File: config.mk
export PLATFORM = sky130hd
export DESIGN_NAME = chess_board_loader
export DESIGN_NICKNAME = d
export VERILOG_FILES = /design/src/rtl/chess_board_loader.sv
export SDC_FILE = /design/constraint.sdc
export NUM_CORES = 1
export LEC_CHECK = 0
export ABC_AREA = 1
export CORE_ASPECT_RATIO = 0.9
export CORE_MARGIN = 1
export CORE_UTILIZATION = 40
export DETAILED_ROUTE_END_ITERATION = 8
export PLACE_DENSITY = 0.66
export SLEW_MARGIN = 20
export SYNTH_ARGS = -nofsm -noshare
export SYNTH_HDL_FRONTEND = slang
export SYNTH_SLANG_ARGS = --single-unit
File: constraint.sdc
create_clock -name clk -period 2.14 [get_ports clk]
set_input_delay 0.321 -clock clk [delete_from_list [all_inputs] [get_ports clk]]
set_output_delay 0.321 -clock clk [all_outputs]
set_load 0.005 [all_outputs]
File: src/rtl/chess_board_loader.sv
// Captures the generator's packed 128-bit piece array and unpacks it into board RAM, one slot per cycle.
// Optional macro LOADER_SET_CHECK_EN builds per-(team,type) counters so set_ok reflects a legal full set.
module chess_board_loader #(
  parameter int N_SLOTS = 32,
  parameter int ADDR_W  = 5
) (
  input  logic              clk,
  input  logic              rst,
  input  logic              start,
  input  logic              gen_ready,
  input  logic [127:0]      chess_arr,
  output logic              board_we,
  output logic [ADDR_W-1:0] board_addr,
  output logic [3:0]        board_data,
  output logic              busy,
  output logic              done,
  output logic [5:0]        red_cnt,
  output logic [5:0]        blk_cnt,
  output logic              set_ok
);

  typedef enum logic [2:0] {
    S_IDLE,
    S_WAIT_GEN,
    S_WRITE,
    S_CHECK,
    S_DONE
  } state_t;

  state_t              state_q, state_d;
  logic [ADDR_W-1:0]   idx_q, idx_d;
  logic [127:0]        shadow_q, shadow_d;
  logic [5:0]          red_cnt_q, red_cnt_d;
  logic [5:0]          blk_cnt_q, blk_cnt_d;
  logic                set_ok_q, set_ok_d;
  logic [3:0]          slot;

  assign slot = shadow_q[{idx_q, 2'b00} +: 4];

`ifdef LOADER_SET_CHECK_EN
  // Indexed by the full piece code {team, type}; type-0 entries are never incremented.
  logic [5:0] type_cnt_q [16];
  logic [5:0] type_cnt_d [16];
  logic       set_legal;

  function automatic logic [5:0] required_cnt(input logic [3:0] code);
    case (code[2:0])
      3'd0:    required_cnt = 6'd0;
      3'd1:    required_cnt = 6'd1;
      3'd7:    required_cnt = 6'd5;
      default: required_cnt = 6'd2;
    endcase
  endfunction

  always_comb begin
    set_legal = 1'b1;
    for (int i = 0; i < 16; i++) begin
      if (type_cnt_q[i] != required_cnt(4'(i))) set_legal = 1'b0;
    end
  end

  always_ff @(posedge clk) begin
    if (rst) type_cnt_q <= '{default: '0};
    else     type_cnt_q <= type_cnt_d;
  end
`endif

  always_ff @(posedge clk) begin
    if (rst) begin
      state_q   <= S_IDLE;
      idx_q     <= '0;
      shadow_q  <= '0;
      red_cnt_q <= '0;
      blk_cnt_q <= '0;
      set_ok_q  <= 1'b0;
    end else begin
      state_q   <= state_d;
      idx_q     <= idx_d;
      shadow_q  <= shadow_d;
      red_cnt_q <= red_cnt_d;
      blk_cnt_q <= blk_cnt_d;
      set_ok_q  <= set_ok_d;
    end
  end

  always_comb begin
    state_d   = state_q;
    idx_d     = idx_q;
    shadow_d  = shadow_q;
    red_cnt_d = red_cnt_q;
    blk_cnt_d = blk_cnt_q;
    set_ok_d  = set_ok_q;
`ifdef LOADER_SET_CHECK_EN
    type_cnt_d = type_cnt_q;
`endif
    case (state_q)
      S_IDLE, S_DONE: begin
        if (start) begin
          state_d   = S_WAIT_GEN;
          idx_d     = '0;
          red_cnt_d = '0;
          blk_cnt_d = '0;
          set_ok_d  = 1'b0;
`ifdef LOADER_SET_CHECK_EN
          type_cnt_d = '{default: '0};
`endif
        end
      end
      S_WAIT_GEN: begin
        if (gen_ready) begin
          shadow_d = chess_arr;
          idx_d    = '0;
          state_d  = S_WRITE;
        end
      end
      S_WRITE: begin
        if (slot[2:0] != 3'd0) begin
          if (slot[3]) red_cnt_d = red_cnt_q + 6'd1;
          else         blk_cnt_d = blk_cnt_q + 6'd1;
`ifdef LOADER_SET_CHECK_EN
          type_cnt_d[slot] = type_cnt_q[slot] + 6'd1;
`endif
        end
        idx_d = idx_q + 1'b1;
        if (idx_q == ADDR_W'(N_SLOTS - 1)) state_d = S_CHECK;
      end
      S_CHECK: begin
`ifdef LOADER_SET_CHECK_EN
        set_ok_d = set_legal;
`else
        set_ok_d = 1'b1;
`endif
        state_d = S_DONE;
      end
      default: state_d = S_IDLE;
    endcase
  end

  // Write port depends only on registered state so the RAM sees no input-to-output path.
  assign board_we   = (state_q == S_WRITE);
  assign board_addr = board_we ? idx_q : '0;
  assign board_data = board_we ? slot : 4'd0;
  assign busy       = (state_q == S_WAIT_GEN) || (state_q == S_WRITE) || (state_q == S_CHECK);
  assign done       = (state_q == S_DONE);
  assign red_cnt    = red_cnt_q;
  assign blk_cnt    = blk_cnt_q;
  assign set_ok     = set_ok_q;

endmodule

; Yosys cells after proc, flatten, opt, wreduce, memory -nomap -nowiden
; Index checks and enable logic that the tools add are counted.
[op_classes]
addsub = 3
eq_ne = 11
n_shift = 1
n_mux = 18
reduce_logical = 14
[op_table]
columns = cell, n
row1 = $shiftx 128x8->4, 1
row2 = $mux 6, 5
row3 = $pmux 6 s2, 2
row4 = $mux 5, 3
row5 = $pmux 5 s3, 1
row6 = $add 6x1->6 const B, 2
row7 = $pmux 3 s4, 1
row8 = $mux 3, 3
row9 = $reduce_and 4->1, 2
row10 = $eq 3x2->1 const B, 2
row11 = $ne 2x1->1 const B, 3
row12 = $ne 2x2->1 const B, 3
row13 = $reduce_and 3->1, 2
row14 = $reduce_bool 3->1, 2
row15 = $add 5x1->5 const B, 1
row16 = $eq 5x5->1 const B, 1
row17 = $mux 4, 1
row18 = $reduce_and 2->1, 2
row19 = $reduce_bool 2->1, 2
row20 = $eq 3x1->1 const B, 1
row21 = $eq 3x3->1 const B, 1
row22 = $logic_not 3->1, 1
row23 = $logic_or 1x1->1, 2
row24 = $pmux 1 s2, 1
row25 = other kinds (2), 2
[totals]
reg_bits = 149
inputBits = 132
out_inout_bits = 25
wordCells = 53

; Depth between registers and ports, before layout
; Gate-level depths: netlist of run 1.
[logic_depth]
word_depth = 4
mapped_depth = 17
mapped_depth_nobuf = 15

; Worst setup path after synthesis of run 1
; No wires, ideal clock.
[synth_timing]
path_type = register -> register
start = register idx_q[1]
end = register red_cnt_q[4] (netlist: red_cnt[4])
setup_time_ps = 113
arrival_ps = 1498
required_ps = 2027
path_slack_ps = 529
stages_incl_launch_ff = 16
n_path_buf = 3
period_less_slack_ps = 1611
cell_sequence = dfxtp_1 > buf_6 > inv_2 > buf_2 > nand3_1 > a21oi_1 > nor2_1 > nand2_1 > nand2_1 > nand2_2 > inv_2 > nand2_2 > buf_6 > nand3_1 > nand2_1 > nor2_1
[synth_between]
elab_chain_len = 4
elab_cells_between_ends = 5
cone_classes = eq/ne (2) / shift (1) / reduce/logical (2)
[synth_lines]
columns = element, line_no
row1 = "start, declared", 31  ; logic [ADDR_W-1:0] idx_q, idx_d;
row2 = "start signal, assigned", 78  ; idx_q <= idx_d;
row3 = $shiftx 128x8->4 *, 38  ; assign slot = shadow_q[{idx_q, 2'b00} +: 4];
row4 = $reduce_bool 3->1, 117  ; if (slot[2:0] != 3'd0) begin
row5 = $ne 2x1->1 (no line), -
row6 = $reduce_and 4->1 (no line) *, -
row7 = "end signal, assigned", 80  ; red_cnt_q <= red_cnt_d;
row8 = "end, declared", 33  ; logic [5:0] red_cnt_q, red_cnt_d;
; Mark *: on every way between the ends. The rest lies on a longest branch, timed or not.
; A chain may end at the register's enable or synchronous reset.

; Final worst setup path of run 1
[layout_timing]
start = register idx_q[0]
end = output board_data[1]
[layout_between]
elab_chain_len = 2
[layout_lines]
columns = element, line_no
row1 = $shiftx 128x8->4, 38
row2 = $mux 4, 142  ; assign board_data = board_we ? slot : 4'd0;
row3 = "end, declared", 14  ; output logic [3:0] board_data,
; Every way passes these cells.

==> impl_metrics.yaml, run 1 <==
outcome:
  outcome: "finished, violations left"
  violations: "negative setup slack"
yosys:
  synth_top_cells_by_count: "211 x nand2_1, 151 x nand3_1, 149 x dfxtp_1, 143 x a21oi_1, 109 x inv_1"
  synth_seq_cells: 149
  syn_area_mm2: 0.00702
  avgSynthCellArea_um2: 6.82
  synth_fp_nets: 1166
  ys_warn_count: 0
  synth_enable_flop_cells: 0
  synthFlopType: "dfxtp_1"
  syn_inst: 1030
  synth_top_cell_by_area: "dfxtp_1"
  synthArstFlopShare_pct: 0
  ys_top_cells_by_area: "dfxtp_1 42%, nand2_1 11%, nand3_1 11%"
  synth.distinct_cells: 28
  ys_seq_area_share_pct: 42.5
  synth.most_common_cell: "nand2_1"
  synth_top_area_share_pct: 42.5
finish:
  drive_gt1_share_pct: 13.0
  final_cells: 1416
  areaGrowthSynthToFinish_pct: 38.9
  fillers: 1629
  multi_input_area_mm2: 0.00348
  seq_area_mm2: 0.00299
  insertedDiodeCount: 0
  nNetsFinal: 1304
placement:
  dp_hpwl_mm: 14.1
  gp_congestion: 0.811
  dp.cells: 1377
  port-buffer-count: 156
critical_path:
  required_ns: 1.82
  path_class: "reg2out"
  cp_max_fo: 14
  start_kind: "flop"
  worst_path_max_delay_cell: "dfxtp_4"
  arrival_ns: 1.83
  crit_buf_inv: 3
  crit_top_cell: "nand2_1"
  end_kind: "output pin"
  cp_top_family: "simple AND/OR/NAND/NOR gates"
  cp_cell_sequence: "inv_8, buf_12, nand2_1, nand3_1, a21oi_2, nor2_1, nand2_1, nand2_2, nor2_4, buf_2"
  slowest_delay_ns: 0.42
sta:
  finalMaxSlewViolations: 0
  worst_slack_ns: -0.0157
  period_share_pct: 101
  tightest_slew_ns: 0.505
  fin_crit_ns: 2.16
  fin_hold_ws_ns: 0.454
  grt_setup_unrepaired: "true"
  fmax_mhz: 464
  hold_viol_final: 0
  worst_clock_skew_ns: 0.00624
  final-setup-viol-count: 1
  max_slew_margin_pct: 66.0
drt:
  vias: 7193
  drt_wl_total_mm: 20.3
  ant_nets: 0
  firstDrtPassIters: 5
  drc_errors: 0
  routedWlPerCell_um: 14.3
  avgViaCountPerCell: 5.08
  drtIter0Drc: 504
global_routing:
  grt_usage_pct: 23.2
  grt_pass1_wl_mm: 33.0
  grt_max_degree: 105
  first_global_vias: 6579
  antenna_found_initial: 0
  grt_overflow: 0
die:
  start_util_pct: 41.3
  die_w_um: 142
  core_area_mm2: 0.0170
  boundaryPins: 157
  rows: 45
  fp.dieArea_mm2: 0.0181
  die_y_um: 128
clock_network:
  clkTransAtPathRegs_ns: 0.06
  cts_tree: "yes"
  cts_root_buffer: "clkbuf_16"
  h-tree-depth: 4
  postCtsHoldBufs: 0
  cts_inserted_buffers: 17
  clk_latency_ns: 0.43
  clock_sinks: 149
  ctsLongestPathBuffers: 2
hold_path:
  hp-class: "reg2reg"
pwr:
  p_per_area_mw_per_mm2: 1220
  cellLeakagePower_nw: 3.77
  peakVddDrop_mv: 0.657
  total_power_mw: 11.8
flow_run:
  cap_violations: 0
[worst min-delay path: cells and delay by family (launching register included)]
family	cells	cell delay [ns]
buffers and inverters	1	0.06
DFF	1	0.30
AOI/OAI and AO/OA	1	0.05
[flip-flops by register name, summed over array words and instances (netlist names)]
signal    count
red_cnt       6
idx_q         5
shadow_q    128
state_q       3
blk_cnt       6
set_ok        1
[layout by cell type (no fill, tap or decap), drive strengths merged]
cell type	instances
a21oi	144
nand4	2
clkinvlp	2
o21ai	97
nor2	58
nor3b	2
bufinv	3
o21bai	2
buf	41
dlygate4sd2	6
nand3	151
clkbuf	19
clkinv	8
clkdlybuf4s50	146
ha	4
dfxtp	149
nand2	213
a21boi	1
nand3b	2
o211ai	6
inv	114
nor3	5
a211oi	2
or2	4
[layer usage]
layer | wire, um | GRT usage (%) | vias to the layer above
met4 | 348 | 8.86 | 0
met5 | 0 | 0 | -
met3 | 1350 | 4.67 | 28
met2 | 9000 | 35.2 | 230
met1 | 9620 | 32.3 | 3292
li1 | - | - | 3643
[repair_timing]
item | in CTS | in global routing
gates resized for setup | 76 | 26
cloned | 2 | 0
hold endpoints to repair | 0 | 0
pin swaps | 24 | 17
setup buffers | 4 | 1
setup endpoints to repair | 9 | 6
[area by class of cell]
| cell class | count | area share (%) |
|---|---|---|
| clock inverter | 13 | 1.62 |
| clock buffer | 19 | 4.44 |
| timing repair buffer | 193 | 20.1 |
| sequential | 149 | 30.6 |
| inverter | 113 | 4.45 |
| tap | 235 | 3.02 |
| timing repair inverter | 1 | 0.0770 |
| multi-input combinational | 693 | 35.6 |
[metrics by stage]
step,setup WS [ns],setup TNS (ns),utilization (%),cell area (um^2)
2_1_floorplan,0.529,0,-,7020
3_3_place_gp,-0.0837,-0.133,52.0,8840
3_5_place_dp,-0.0734,-0.175,52.0,8840
4_1_cts,-0.0149,-0.0165,56.7,9640
5_1_grt,-0.0813,-0.298,57.4,9750
6_report,-0.0157,-0.0157,57.4,9750
[path summary, 6_finish.rpt]
path                              from                        end  slack [ns]  cells past startpoint
max reg2reg      idx_q[0]$_SDFFE_PP0P_    red_cnt[1]$_SDFFE_PP0P_        0.13                     16
min reg2reg  shadow_q[70]$_SDFFE_PP0P_  shadow_q[70]$_SDFFE_PP0P_        0.45                      2
max              idx_q[0]$_SDFFE_PP0P_              board_data[1]       -0.02                     10
min          shadow_q[70]$_SDFFE_PP0P_  shadow_q[70]$_SDFFE_PP0P_        0.45                      2
[where the power goes]
group | switching, mW | internal [mW] | total (mW)
registers | 0.321 | 3.36 | 3.68
clock network | 1.17 | 1.83 | 3.00
logic | 3.03 | 2.14 | 5.16
total | 4.52 | 7.33 | 11.8
[cell families (layout without fill, tap and decap cells)]
group / Yosys count / after routing / share of synthesized area (%)
and+or+nand+nor: 437 / 437 / 26.9
AOI/OAI and AO/OA: 252 / 252 / 18.6
buffers and inverters: 188 / 339 / 11.3
DFF: 149 / 149 / 42.5
adders and majority gates: 4 / 4 / 0.713
Power figures use the tool's default switching activity.
==> run 2: changes to the inputs <==
--- a/config.mk
+++ b/config.mk
@@ -6,11 +6,13 @@
 export NUM_CORES = 1
 export LEC_CHECK = 0
 export ABC_AREA = 1
+export CELL_PAD_IN_SITES_DETAIL_PLACEMENT = 2
+export CELL_PAD_IN_SITES_GLOBAL_PLACEMENT = 2
 export CORE_ASPECT_RATIO = 0.9
 export CORE_MARGIN = 1
-export CORE_UTILIZATION = 40
+export CORE_UTILIZATION = 27
 export DETAILED_ROUTE_END_ITERATION = 8
-export PLACE_DENSITY = 0.66
+export PLACE_DENSITY_LB_ADDON = 0.1
 export SLEW_MARGIN = 20
 export SYNTH_ARGS = -nofsm -noshare
 export SYNTH_HDL_FRONTEND = slang
==> run 2 against run 1 <==
Via count increased by 3.6%. Global-route usage fell by 2.8 points. Worst setup slack got worse by 0.19 ns. Largest cell class unchanged. The run still ends with negative setup slack left. Clock-buffer cell count shrank 1. Critical endpoint is now board_data[3]. Sequential share of layout area shrank 2.3 points. Clock skew grew 0.014 ns.
==> impl_metrics.yaml, run 2 (synthesized netlist as in run 1, its figures left out) <==
finish:
  largest_register_ff_count: 128
  drive_gt1_share_pct: 19.6
  multi_input_area_mm2: 0.00376
  areaGrowthSynthToFinish_pct: 50.7
  fillers: 2955
  top_register: "shadow_q"
  insertedDiodeCount: 0
  final_cell_mix: "181 x nand2_1, 146 x clkdlybuf4s50_1, 145 x dfxtp_1, 135 x a21oi_1"
  seq_area_mm2: 0.00299
  nNetsFinal: 1335
  final_common_cell: "nand2_1"
sta:
  grt_setup_unrepaired: "true"
  fin_tns_setup_ns: -0.817
  worst_clock_skew_ns: 0.0198
  finalMaxSlewViolations: 0
  worst_slack_ns: -0.202
  fin_crit_ns: 2.34
  final-setup-viol-count: 11
  tightest_slew_ns: 0.497
  max_slew_margin_pct: 66.5
  hold_viol_final: 0
  period_share_pct: 109
  fin_hold_ws_ns: 0.458
  fmax_mhz: 427
drt:
  routedWlPerCell_um: 17.9
  drc_errors: 0
  avgViaCountPerCell: 4.80
  drt_wl_total_mm: 27.8
  ant_nets: 0
  firstDrtPassIters: 4
  vias: 7454
  drtIter0Drc: 313
placement:
  port-buffer-count: 156
  dp_hpwl_mm: 18.6
  gp_congestion: 0.772
global_routing:
  grt_max_degree: 68
  antenna_found_initial: 0
  grt_overflow: 0
  grt_pass1_wl_mm: 41.9
  first_global_vias: 7886
  grt_usage_pct: 20.4
hold_path:
  hold_end: "shadow_q[5]$_SDFFE_PP0P_"
  hold_start: "shadow_q[5]$_SDFFE_PP0P_"
  hp-class: "reg2reg"
  hold_depth: 2
outcome:
  outcome: "finished, violations left"
  violations: "negative setup slack"
pwr:
  seqPwrFrac_pct: 28.3
  power_switching_share_pct: 42.1
  combPwrFrac_pct: 49.4
  peakVddDrop_mv: 0.633
  p_sw_mw: 5.59
  intPower_mw: 7.68
  p_per_area_mw_per_mm2: 1250
  pwr-share-clk_pct: 22.3
  cellLeakagePower_nw: 4.04
clock_network:
  cts_root_buffer: "clkbuf_16"
  clk_latency_ns: 0.44
  cts_tree: "yes"
  h-tree-depth: 4
  ctsLongestPathBuffers: 2
  clkTransAtPathRegs_ns: 0.07
  cts_inserted_buffers: 17
  clock_sinks: 149
die:
  start_util_pct: 27.7
  core_area_mm2: 0.0253
  die_y_um: 155
  fp.dieArea_mm2: 0.0267
  die_w_um: 172
  boundaryPins: 157
  rows: 55
critical_path:
  end_kind: "output pin"
  arrival_ns: 2.02
  worstRegToRegCells: 16
  required_ns: 1.82
  timing.rr.start: "idx_q[0]$_SDFFE_PP0P_"
  r2r_end: "blk_cnt[4]$_SDFFE_PP0P_"
  start_kind: "flop"
  r2r_setup_slack_ns: -0.03
  cp_max_fo: 8
  path_class: "reg2out"
flow_run:
  cap_violations: 0
-- run 2: critical path, cell delays in order (launching register included) --
cell and delay (ns):
dfxtp_4 0.48, clkinv_8 0.12, clkbuf_16 0.17, nand2_1 0.06, nand3_1 0.09, nand3_2 0.13, nand2_2 0.07, nor2_2 0.11
nand2_2 0.09, nand3_4 0.11, inv_2 0.04, buf_6 0.10
-- run 2: area by class of cell --
type | count | share of cell area (%)
Timing Repair Buffer | 223 | 22.4
Timing Repair inverter | 2 | 0.166
Clock buffer | 18 | 4.06
Multi-Input combinational cell | 693 | 35.6
Inverter | 113 | 4.16
Sequential cell | 149 | 28.3
Clock inverter | 14 | 1.29
Tap cell | 342 | 4.05
-- run 2: how the worst max path moves through the flow --
| stage | cells after the start | end | startpoint | slack, ns |
|---|---|---|---|---|
| finish | 11 | board_data[3] | idx_q[0]$_SDFFE_PP0P_ | -0.20 |
| global route | 10 | board_data[2] | idx_q[0]$_SDFFE_PP0P_ | -0.30 |
| detailed placement | 11 | board_data[0] | idx_q[0]$_SDFFE_PP0P_ | -0.24 |
| CTS | 10 | board_data[3] | idx_q[0]$_SDFFE_PP0P_ | -0.28 |
| global placement | 11 | board_data[0] | idx_q[0]$_SDFFE_PP0P_ | -0.20 |
| floorplan | 15 | red_cnt[4]$_SDFFE_PP0P_ | idx_q[1]$_SDFFE_PP0P_ | 0.53 |
-- run 2: power by group through the flow --
stage               logic, mW  registers [mW]  clock network (mW)
finish                   6.56            3.75                2.96
global route             7.23            3.82                3.14
CTS                      5.51            3.71                3.04
detailed placement       5.07            3.75                   0
global placement         4.94            3.71                   0
floorplan                3.18            3.64                   0
-- run 2: metal layers --
| layer | track usage (%) | vias to the layer above | part of all wire [%] |
|---|---|---|---|
| li1 | - | 3707 | - |
| met3 | 2.87 | 13 | 3.2 |
| met2 | 35.0 | 113 | 49 |
| met5 | 0 | - | 0 |
| met4 | 4.93 | 0 | 0.69 |
| met1 | 26.6 | 3621 | 47 |
-- run 2: metrics by stage --
step	instance area [um^2]	total power [mW]	util, %	setup WS [ns]	std cells
2_1_floorplan	7020	6.82	-	0.529	1030
5_1_grt	10600	14.2	41.8	-0.301	1554
6_report	10600	13.3	41.8	-0.202	1554
3_3_place_gp	9080	8.65	35.9	-0.196	1494
3_5_place_dp	9080	8.82	35.9	-0.238	1494
4_1_cts	9900	12.3	39.1	-0.284	1537
-- run 2: repair_timing --
action / 4_1_cts / 5_1_grt
hold buffers: 0 / 0
endpoints found under the setup margin: 23 / 22
gates resized for setup: 73 / 117
buffers inserted: 10 / 10
gates cloned: 1 / 7
pin swaps: 15 / 41
